`src/rtl/vga_pkg.sv`:
```
// Shared constants, pixel-position record and pipeline-depth helper for the VGA fetch path.
package vga_pkg;

  localparam int unsigned IMG_W_DEF = 256;
  localparam int unsigned IMG_H_DEF = 256;
  localparam int unsigned SCALE_DEF = 2;

  localparam int unsigned COL_W = 11;
  localparam int unsigned ROW_W = 10;

  // Position of the pixel currently presented by the timing generator.
  typedef struct packed {
    logic [COL_W-1:0] col;
    logic [ROW_W-1:0] row;
    logic             in_win;
  } pix_pos_t;

  // Input register + fetch + output register, with the memory latency in between.
  function automatic int unsigned pipe_depth(input int unsigned mem_lat);
    return mem_lat + 32'd2;
  endfunction

endpackage

```
`src/rtl/vga_delay_line.sv`:
```
// Fixed-depth shift register with a per-bit reset value.
module vga_delay_line #(
  parameter int unsigned W       = 1,
  parameter int unsigned DEPTH   = 1,
  parameter logic [W-1:0] RST_VAL = '0
) (
  input  logic         clk,
  input  logic         rst_n,
  input  logic [W-1:0] d,
  output logic [W-1:0] q
);

  logic [W-1:0] stage [DEPTH];

  // Shift one stage per clock; every stage returns to RST_VAL on reset.
  always_ff @(posedge clk or negedge rst_n) begin
    if (!rst_n) begin
      for (int unsigned i = 0; i < DEPTH; i++) stage[i] <= RST_VAL;
    end else begin
      stage[0] <= d;
      for (int unsigned i = 1; i < DEPTH; i++) stage[i] <= stage[i-1];
    end
  end

  assign q = stage[DEPTH-1];

endmodule

```
`src/rtl/vga_pixel_fetch.sv`:
```
// Tracks the active-pixel position, fetches replicated image bytes from a
// synchronous framebuffer and drives the DAC with sync/blank realigned.
module vga_pixel_fetch
  import vga_pkg::*;
#(
  parameter int unsigned IMG_W   = IMG_W_DEF,
  parameter int unsigned IMG_H   = IMG_H_DEF,
  parameter int unsigned SCALE   = SCALE_DEF,
  parameter int unsigned X_OFF   = 64,
  parameter int unsigned Y_OFF   = 0,
  parameter int unsigned ADDR_W  = 16,
  parameter int unsigned DATA_W  = 8,
  parameter int unsigned MEM_LAT = 1,
  parameter logic [7:0]  BG      = 8'h00
) (
  input  logic              i_clk,
  input  logic              i_rst_n,
  input  logic              i_hs,
  input  logic              i_vs,
  input  logic              i_blank_n,
  output logic [ADDR_W-1:0] o_mem_addr,
  output logic              o_mem_rd,
  input  logic [DATA_W-1:0] i_mem_data,
  output logic [7:0]        o_r,
  output logic [7:0]        o_g,
  output logic [7:0]        o_b,
  output logic              o_hs,
  output logic              o_vs,
  output logic              o_blank_n,
  output logic              o_sync_n,
  output logic              o_frame_done
);

  localparam int unsigned PIPE       = pipe_depth(MEM_LAT);
  localparam int unsigned SYNC_DEPTH = PIPE - 1;
  localparam int unsigned X_SPAN     = IMG_W * SCALE;
  localparam int unsigned Y_SPAN     = IMG_H * SCALE;
  localparam int unsigned REP_W      = 2;

  localparam logic [REP_W-1:0]  REP_LAST = REP_W'(SCALE - 1);
  localparam logic [ADDR_W-1:0] ROW_STEP = ADDR_W'(IMG_W);
  localparam logic [COL_W-1:0]  X_LAST   = COL_W'(X_OFF + X_SPAN - 1);
  localparam logic [ROW_W-1:0]  Y_LAST   = ROW_W'(Y_OFF + Y_SPAN - 1);

  logic [COL_W-1:0]  col_q;
  logic [ROW_W-1:0]  row_q;
  logic              blank_prev_q;
  logic              line_end_c;
  logic              in_x_c;
  logic              in_y_c;
  pix_pos_t          cur;

  logic [ADDR_W-1:0] row_base_q;
  logic [ADDR_W-1:0] src_x_q;
  logic [REP_W-1:0]  sx_rep_q;
  logic [REP_W-1:0]  sy_rep_q;

  logic              rd_dly;
  logic [2:0]        sync_dly;
  logic [7:0]        pix_data;
  logic [7:0]        pix_c;

  // Window membership; the subtraction wraps below the offset so one compare covers both bounds.
  assign in_x_c     = (32'(col_q) - X_OFF) < X_SPAN;
  assign in_y_c     = (32'(row_q) - Y_OFF) < Y_SPAN;
  assign line_end_c = blank_prev_q & ~i_blank_n;
  assign cur        = '{col: col_q, row: row_q, in_win: i_blank_n & in_x_c & in_y_c};

  // Column/row counters for the pixel currently on the input; saturate instead of wrapping.
  always_ff @(posedge i_clk or negedge i_rst_n) begin
    if (!i_rst_n) begin
      col_q        <= '0;
      row_q        <= '0;
      blank_prev_q <= 1'b0;
    end else begin
      blank_prev_q <= i_blank_n;
      if (!i_blank_n)        col_q <= '0;
      else if (col_q != '1)  col_q <= col_q + COL_W'(1);
      if (!i_vs)                          row_q <= '0;
      else if (line_end_c && row_q != '1) row_q <= row_q + ROW_W'(1);
    end
  end

  // Source coordinate walk: each source pixel and row is visited SCALE times.
  always_ff @(posedge i_clk or negedge i_rst_n) begin
    if (!i_rst_n) begin
      row_base_q <= '0;
      src_x_q    <= '0;
      sx_rep_q   <= '0;
      sy_rep_q   <= '0;
    end else if (!i_vs) begin
      row_base_q <= '0;
      src_x_q    <= '0;
      sx_rep_q   <= '0;
      sy_rep_q   <= '0;
    end else begin
      if (!i_blank_n) begin
        src_x_q  <= '0;
        sx_rep_q <= '0;
      end else if (cur.in_win) begin
        if (sx_rep_q == REP_LAST) begin
          sx_rep_q <= '0;
          src_x_q  <= src_x_q + ADDR_W'(1);
        end else begin
          sx_rep_q <= sx_rep_q + REP_W'(1);
        end
      end
      if (line_end_c && in_y_c) begin
        if (sy_rep_q == REP_LAST) begin
          sy_rep_q   <= '0;
          row_base_q <= row_base_q + ROW_STEP;
        end else begin
          sy_rep_q <= sy_rep_q + REP_W'(1);
        end
      end
    end
  end

  // Framebuffer request and end-of-image marker.
  always_ff @(posedge i_clk or negedge i_rst_n) begin
    if (!i_rst_n) begin
      o_mem_addr   <= '0;
      o_mem_rd     <= 1'b0;
      o_frame_done <= 1'b0;
    end else begin
      o_mem_addr   <= row_base_q + src_x_q;
      o_mem_rd     <= cur.in_win;
      o_frame_done <= cur.in_win && (cur.col == X_LAST) && (cur.row == Y_LAST);
    end
  end

  vga_delay_line #(
    .W      (1),
    .DEPTH  (MEM_LAT),
    .RST_VAL(1'b0)
  ) u_rd_dly (
    .clk  (i_clk),
    .rst_n(i_rst_n),
    .d    (o_mem_rd),
    .q    (rd_dly)
  );

  // hs, vs, blank_n arrive one stage ahead of the output register.
  vga_delay_line #(
    .W      (3),
    .DEPTH  (SYNC_DEPTH),
    .RST_VAL(3'b110)
  ) u_sync_dly (
    .clk  (i_clk),
    .rst_n(i_rst_n),
    .d    ({i_hs, i_vs, i_blank_n}),
    .q    (sync_dly)
  );

  // Map framebuffer width onto the 8-bit DAC, keeping the most significant bits.
  if (DATA_W >= 8) begin : g_data_trunc
    assign pix_data = i_mem_data[DATA_W-1 -: 8];
  end else begin : g_data_pad
    localparam int unsigned PAD_W = 8 - DATA_W;
    assign pix_data = {i_mem_data, {PAD_W{1'b0}}};
  end

  assign pix_c = rd_dly ? pix_data : (sync_dly[0] ? BG : 8'h00);

  // Output register: pixel colour plus realigned sync/blank.
  always_ff @(posedge i_clk or negedge i_rst_n) begin
    if (!i_rst_n) begin
      o_r       <= 8'h00;
      o_g       <= 8'h00;
      o_b       <= 8'h00;
      o_hs      <= 1'b1;
      o_vs      <= 1'b1;
      o_blank_n <= 1'b0;
      o_sync_n  <= 1'b1;
    end else begin
      o_r       <= pix_c;
      o_g       <= pix_c;
      o_b       <= pix_c;
      o_hs      <= sync_dly[2];
      o_vs      <= sync_dly[1];
      o_blank_n <= sync_dly[0];
      o_sync_n  <= sync_dly[2] & sync_dly[1];
    end
  end

endmodule
```
`config.mk`:
```
export PLATFORM = sky130hd
export DESIGN_NAME = vga_pixel_fetch
export DESIGN_NICKNAME = d
export VERILOG_FILES = /design/src/rtl/vga_pkg.sv /design/src/rtl/vga_delay_line.sv /design/src/rtl/vga_pixel_fetch.sv
export SDC_FILE = /design/constraint.sdc
export NUM_CORES = 1
export LEC_CHECK = 0
export CORE_ASPECT_RATIO = 0.7
export CORE_MARGIN = 3
export CORE_UTILIZATION = 59
export DETAILED_ROUTE_END_ITERATION = 10
export GPL_ROUTABILITY_DRIVEN = 0
export MAX_ROUTING_LAYER = met4
export PLACE_DENSITY = 0.91
export SLEW_MARGIN = 5
export SYNTH_ARGS = -nofsm -noshare
export SYNTH_HDL_FRONTEND = slang
export SYNTH_SLANG_ARGS = --single-unit
```
`constraint.sdc`:
```
create_clock -name i_clk -period 2.4 [get_ports i_clk]
set_input_delay 0.48 -clock i_clk [delete_from_list [all_inputs] [get_ports i_clk]]
set_output_delay 0.48 -clock i_clk [all_outputs]
set_load 0.01 [all_outputs]
```
==> flow_summary.json, run 1 <==
{
  "run_status": "complete, no violations",
  "multi_input_comb_area_um2": 1790,
  "grt_antenna_before_repair": 0,
  "required_arrival_time_at_the_worst_endpoint_ns": 2.69,
  "clk_pin_slew_ns": 0.09,
  "setup_repair_after_global_routing_missed_its_margin": "no",
  "cts_setup_buffers": 0,
  "detailed_place.area_um2": 4760,
  "critical_path_arrival_ns": 2.28,
  "synth_largest_area_cell": "dfrtp_1",
  "n_fill_cell": 496,
  "setup-violations-final": 0,
  "yosys.area.top_type_share_pct": 47.2,
  "initialDrtViolationCount": 264,
  "route.detailed.wl_per_inst_um": 15.7,
  "ctsRootBufferMaster": "clkbuf_8",
  "die_width_um": 107,
  "setup.worst_path.start_class": "input port",
  "netlist-cell-type-count": 57,
  "power.ir.vdd_worst_mv": 0.370,
  "cts_hold_repair.buffers": 0,
  "post_cts.resized_instances": 0,
  "netlist_instances": 391,
  "ys_async_sr_fraction_pct": 100,
  "cts.htree.levels": 3,
  "route.antenna.remaining_nets": 0,
  "cts_made_buffers": 9,
  "drc": 0,
  "static_leakage_nw": 2.12,
  "core-area_um2": 6820,
  "synth_seq_area_share_pct": 51.6,
  "netlist_top_cells_area": "dfrtp_1 (47%), dfstp_2 (4.4%), ha_1 (3.6%)",
  "placement.io_buffers": 58,
  "grt_start_max_net_pins": 42,
  "track_usage_pct": 23.1,
  "dp_cells": 524,
  "finalHoldViolCount": 0,
  "route.final.wire_length_mm": 8.49,
  "place.detailed.hpwl_mm": 6.12,
  "vias_per_cell": 5.86,
  "hp-class": "input port to asynchronous set/reset pin",
  "fp-row-count": 25,
  "worstMarginPinSlew_ns": 0.615,
  "minimum_clock_period_ns": 1.99,
  "relSlewSlack_pct": 58.7,
  "flow.area_growth_from_synthesis_pct": 18.2,
  "yosysMostFrequentCell": "dfrtp_1",
  "clk_latency_worst_skew_pair_ns": 0.36,
  "final_cells": 540,
  "postSynthRegisterBits": 86,
  "drive_above_1_share_pct": 12.3,
  "postLayoutCoreUtil_pct": 72.6,
  "avgSynthCellArea_um2": 10.7,
  "maxClockFrequency_mhz": 502,
  "post_synth_most_frequent_cells": "dfrtp_1 (79), nand2_1 (35), a21oi_1 (25)",
  "syn_area_um2": 4190,
  "yosysWarningCount": 0,
  "critical-path-max-stage-delay_ns": 0.54,
  "path_max_fanout": 6,
  "clock_path_buffers": 2,
  "critPathSlowestCell": "or4_1",
  "tritoncts_sinks": 86,
  "power.density_nw_per_um2": 513,
  "power.total_mw": 2.54,
  "initial_utilization_pct": 61.4,
  "pin_count": 59,
  "grt_pass1_vias": 3182,
  "cap_viol_max_count": 0,
  "num-nets-final": 466,
  "final_max_slew_viol_count": 0,
  "die_height_um": 76.5,
  "floorplan.die_area_um2": 8160,
  "dr_total_vias": 3162,
  "n_antenna_cell": 0,
  "ff_latch_area_um2": 2160,
  "synth_fp_nets": 416,
  "yosys_most_used_dff": "dfrtp_1",
  "first_pass_iteration_count_of_the_detailed_router": 4,
  "final_design_area_no_fill_um2": 4950,
  "critical_path_start_end_classification": "input port to flop",
  "final.setup.tns_ns": 0,
  "tritoncts": "done",
  "period_share_pct": 82.9,
  "count_of_flip_flops_with_a_built_in_enable_after_synthesis": 0,
  "grt_overflow": 0,
  "fin_worst_skew_ns": 0.0130,
  "cp_cell_sequence": "clkdlybuf4s50_1 > buf_4 > nor2b_2 > a31oi_1 > or4_1 > a21oi_1",
  "grt_first_pass_wirelength_mm": 14.8,
  "cp-end-kind": "flop"
}
==> logic make-up after synthesis <==
logic type	share of synthesized area, %
AND/OR/NAND/NOR	21.2
flip-flops	51.6
AO/OA/AOI/OAI	12.0
buffers and inverters	5.59
XOR/XNOR	3.77
adder cells (fa/ha/maj)	3.59
multiplexers	2.18
other	0.0896
==> flip-flops by register name, summed over array words and instances, names as in the netlist, 2 cells and up <==
name	flops
row_base_q	8
sy_rep_q	2
u_sync_dly.q	3
src_x_q	16
col_q	11
sx_rep_q	2
u_sync_dly.stage	3
row_q	10
o_b	8
o_mem_addr	16
==> area by class of cell <==
type,count,area share [%]
sequential,86,43.7
multi-input combinational,265,36.2
timing repair buffer,68,13.2
clock buffer,10,2.78
tap,94,2.38
clock inverter,6,0.936
inverter,11,0.835
==> layer usage <==
| metal | GRT usage [%] | wire length (µm) | vias to the layer above |
|---|---|---|---|
| li1 | - | - | 1508 |
| met2 | 35.8 | 4120 | 94 |
| met4 | 7.92 | 117 | 0 |
| met5 | - | 0 | - |
| met1 | 30.5 | 3790 | 1547 |
| met3 | 4.74 | 451 | 13 |
==> worst paths after layout <==
| path | start | to | slack, ns | cells after the start |
|---|---|---|---|---|
| min in group i_clk | u_sync_dly.q[0]$_DFF_PN0_ | o_blank_n$_DFF_PN0_ | 0.36 | 0 |
| max in group asynchronous | i_rst_n | col_q[4]$_DFFE_PN0P_ | 1.70 | 2 |
| worst min-delay path | i_rst_n | row_base_q[11]$_DFFE_PN0P_ | 0.09 | 1 |
| worst min register to register | u_sync_dly.q[0]$_DFF_PN0_ | o_blank_n$_DFF_PN0_ | 0.36 | 0 |
| worst max-delay path | i_blank_n | row_base_q[15]$_DFFE_PN0P_ | 0.41 | 6 |
| worst max register to register | src_x_q[2]$_DFFE_PN0P_ | src_x_q[11]$_DFFE_PN0P_ | 0.48 | 4 |
==> worst max-delay path, delay by kind of cell <==
kind,cells,cell delay [ns]
AOI/OAI and AO/OA,2,0.37
and+or+nand+nor,2,0.75
buffers and inverters,2,0.67
==> cells in the final DEF, fill, tap and decap left out, drive strengths merged, types with 8 or more instances in the layout <==
cell type and instances:
and2 9, nand2 35, or3 8, nand3 17, a21oi 25, ha 12, inv 11, clkbuf 10
dfrtp 79, clkdlybuf4s50 57, nor2 20, mux2i 8, xnor2 11, or4 9, nand4 10, o31ai 9
buf 11, o21ai 10
==> per-stage QoR <==
| stage | hold slack (ns) | setup slack, ns |
|---|---|---|
| 3_3_place_gp | 0.333 | 0.169 |
| 3_5_place_dp | 0.339 | 0.0689 |
| 4_1_cts | 0.105 | 0.411 |
| 6_report | 0.0909 | 0.409 |
| 5_1_grt | 0.118 | 0.165 |
| 2_1_floorplan | 0.184 | 0.757 |
==> power by group <==
group / switching (mW) / internal, mW
combinational: 0.0746 / 0.0554
sequential: 0.0130 / 1.47
clock: 0.517 / 0.409
(Power assumes the default switching activity.)
==> run 2, diff against run 1 <==
--- a/config.mk
+++ b/config.mk
@@ -7,11 +7,11 @@
 export LEC_CHECK = 0
 export CORE_ASPECT_RATIO = 0.7
 export CORE_MARGIN = 3
-export CORE_UTILIZATION = 59
+export CORE_UTILIZATION = 55
 export DETAILED_ROUTE_END_ITERATION = 10
 export GPL_ROUTABILITY_DRIVEN = 0
 export MAX_ROUTING_LAYER = met4
-export PLACE_DENSITY = 0.91
+export PLACE_DENSITY = 0.86
 export SLEW_MARGIN = 5
 export SYNTH_ARGS = -nofsm -noshare
 export SYNTH_HDL_FRONTEND = slang
==> constraint.sdc (replaced) <==
create_clock -name i_clk -period 1.9 [get_ports i_clk]
set_input_delay 0.38 -clock i_clk [delete_from_list [all_inputs] [get_ports i_clk]]
set_output_delay 0.38 -clock i_clk [all_outputs]
set_load 0.01 [all_outputs]
==> run 2 against run 1 <==
Compared with the run above:
- total power grew 33%
- clock skew shrank 0.0039 ns
- die area grew 6.8%
- combinational power grew 38%
- wire length grew 10%
==> flow_summary.json, run 2 (synthesis gave the netlist of run 1 again) <==
{
  "power.density_nw_per_um2": 658,
  "cts_made_buffers": 9,
  "hp-class": "flop to flop",
  "tritoncts": "done",
  "grt_start_max_net_pins": 40,
  "setup-violations-final": 0,
  "min_delay_path_depth": 0,
  "vias_per_cell": 5.92,
  "clk_latency_worst_skew_pair_ns": 0.37,
  "final_max_slew_viol_count": 0,
  "route.detailed.wl_per_inst_um": 16.8,
  "source_of_the_worst_hold_timing_path": "u_sync_dly.stage[4]$_DFF_PN1_",
  "tritoncts_sinks": 86,
  "cap_viol_max_count": 0,
  "cp-end-kind": "output port",
  "cts_setup_buffers": 0,
  "path_max_fanout": 1,
  "floorplan.die_area_um2": 8710,
  "finalHoldViolCount": 0,
  "grt_first_pass_wirelength_mm": 15.3,
  "fin_worst_skew_ns": 0.00914,
  "final.hold.worst_slack_ns": 0.360,
  "r2r_setup_slack_ns": 0.12,
  "cts.htree.levels": 3,
  "grt_pass1_vias": 3106,
  "power.total_mw": 3.37,
  "drive_above_1_share_pct": 16.2,
  "setup_repair_after_global_routing_missed_its_margin": "no",
  "track_usage_pct": 23.4,
  "worst-r2r-cell-count": 5,
  "ctsRootBufferMaster": "clkbuf_8",
  "core-area_um2": 7070,
  "largestRegisters": "o_mem_addr x16, src_x_q x16, col_q x11",
  "relSlewSlack_pct": 66.1,
  "drc": 0,
  "run_status": "complete, no violations",
  "critical_path_arrival_ns": 1.42,
  "critical-path-max-stage-delay_ns": 0.53,
  "critical_path_start_end_classification": "flop to output port",
  "clock_path_buffers": 2,
  "minimum_clock_period_ns": 1.80,
  "n_antenna_cell": 0,
  "fp-row-count": 25,
  "critical_path.reg2reg.startpoint": "src_x_q[9]$_DFFE_PN0P_",
  "grt_overflow": 0,
  "maxClockFrequency_mhz": 556,
  "fin_ws_ns": 0.100,
  "most-common-layout-cells": "dfrtp_1 (79), clkdlybuf4s50_1 (57), nand2_1 (35)",
  "clk_pin_slew_ns": 0.10,
  "timing.rr.end": "o_mem_addr[14]$_DFF_PN0_",
  "required_arrival_time_at_the_worst_endpoint_ns": 1.52,
  "num-nets-final": 483,
  "first_pass_iteration_count_of_the_detailed_router": 5,
  "placement.io_buffers": 58,
  "final.setup.tns_ns": 0,
  "flow.area_growth_from_synthesis_pct": 22.5,
  "hold_path_end": "u_sync_dly.q[1]$_DFF_PN1_",
  "layout_commonest_cell": "dfrtp_1",
  "grt_antenna_before_repair": 0,
  "dp_cells": 540,
  "worstMarginPinSlew_ns": 0.505,
  "initial_utilization_pct": 59.2,
  "die_width_um": 110,
  "critical-path-top-delay-family": "flip-flops",
  "setup.worst_path.start_class": "flop",
  "die_height_um": 79.0,
  "final_cells": 557,
  "static_leakage_nw": 2.23,
  "route.final.wire_length_mm": 9.36,
  "critPathSlowestCell": "dfstp_2",
  "pin_count": 59,
  "initialDrtViolationCount": 267,
  "dp_slack_ns": -0.249,
  "route.antenna.remaining_nets": 0,
  "cp.buffers_inverters": 1,
  "place.detailed.hpwl_mm": 6.86,
  "dr_total_vias": 3298,
  "power.ir.vdd_worst_mv": 0.552,
  "period_share_pct": 94.7,
  "cp_cell_sequence": "clkdlybuf4s50_1"
}
-- run 2: cell count changes in the layout (fill, tap and decap cells not counted), sizes merged --
cell and delta:
buf +16, bufinv +1, clkbuf -1, clkinvlp -1, dlygate4sd3 +1, inv +1
-- run 2: metrics by stage --
stage | cell area, µm² | utilization, %
6_report | 5130 | 72.5
4_1_cts | 5100 | 72.1
3_3_place_gp | 4880 | 69.1
5_1_grt | 5130 | 72.5
2_1_floorplan | 4190 | -
3_5_place_dp | 4880 | 69.1
-- run 2: worst max path at each step --
stage,to,start,depth (start not counted),slack (ns)
final,o_hs,o_hs$_DFF_PN1_,1,0.10
after global routing,o_mem_addr[14]$_DFF_PN0_,src_x_q[13]$_DFFE_PN0P_,5,0.004
after floorplan,o_mem_addr[14]$_DFF_PN0_,row_base_q[9]$_DFFE_PN0P_,5,0.26
after global placement,row_base_q[15]$_DFFE_PN0P_,i_blank_n,6,-0.18
after CTS,src_x_q[15]$_DFFE_PN0P_,col_q[7]$_DFFE_PN0P_,4,0.05
after detailed placement,src_x_q[15]$_DFFE_PN0P_,i_blank_n,5,-0.25
-- run 2: per-layer routing --
layer,wire length (µm),global-route usage [%],share of wire (%),vias up
met5,0,-,0,-
met4,95,6.52,1.0,0
met3,696,6.99,7.4,10
met2,4540,35.5,49,131
met1,4020,31.0,43,1619
li1,-,-,-,1538
-- run 2: layout make-up --
class / instances / area, µm²
clock inverter: 7 / 81.3
timing repair buffer: 85 / 783
sequential: 86 / 2160
tap: 94 / 118
clock buffer: 9 / 124
inverter: 11 / 41.3
multi-input combinational: 265 / 1820
fill: 495 / 1940
-- run 2: power by group --
group          total (mW)  leakage (nW)  switching (mW)  internal, mW
Clock                1.32         0.100           0.697         0.623
Combinational       0.179         0.968           0.100        0.0787
Sequential           1.87          1.16          0.0178          1.86
Total                3.37          2.23           0.815          2.56
-- run 2: what timing repair did --
| item | 4_1_cts | 5_1_grt |
|---|---|---|
| hold buffers | 1 | 0 |
| resized for setup | 0 | 6 |
| endpoints found under the setup margin | 0 | 9 |
| endpoints found under the hold margin | 29 | 0 |
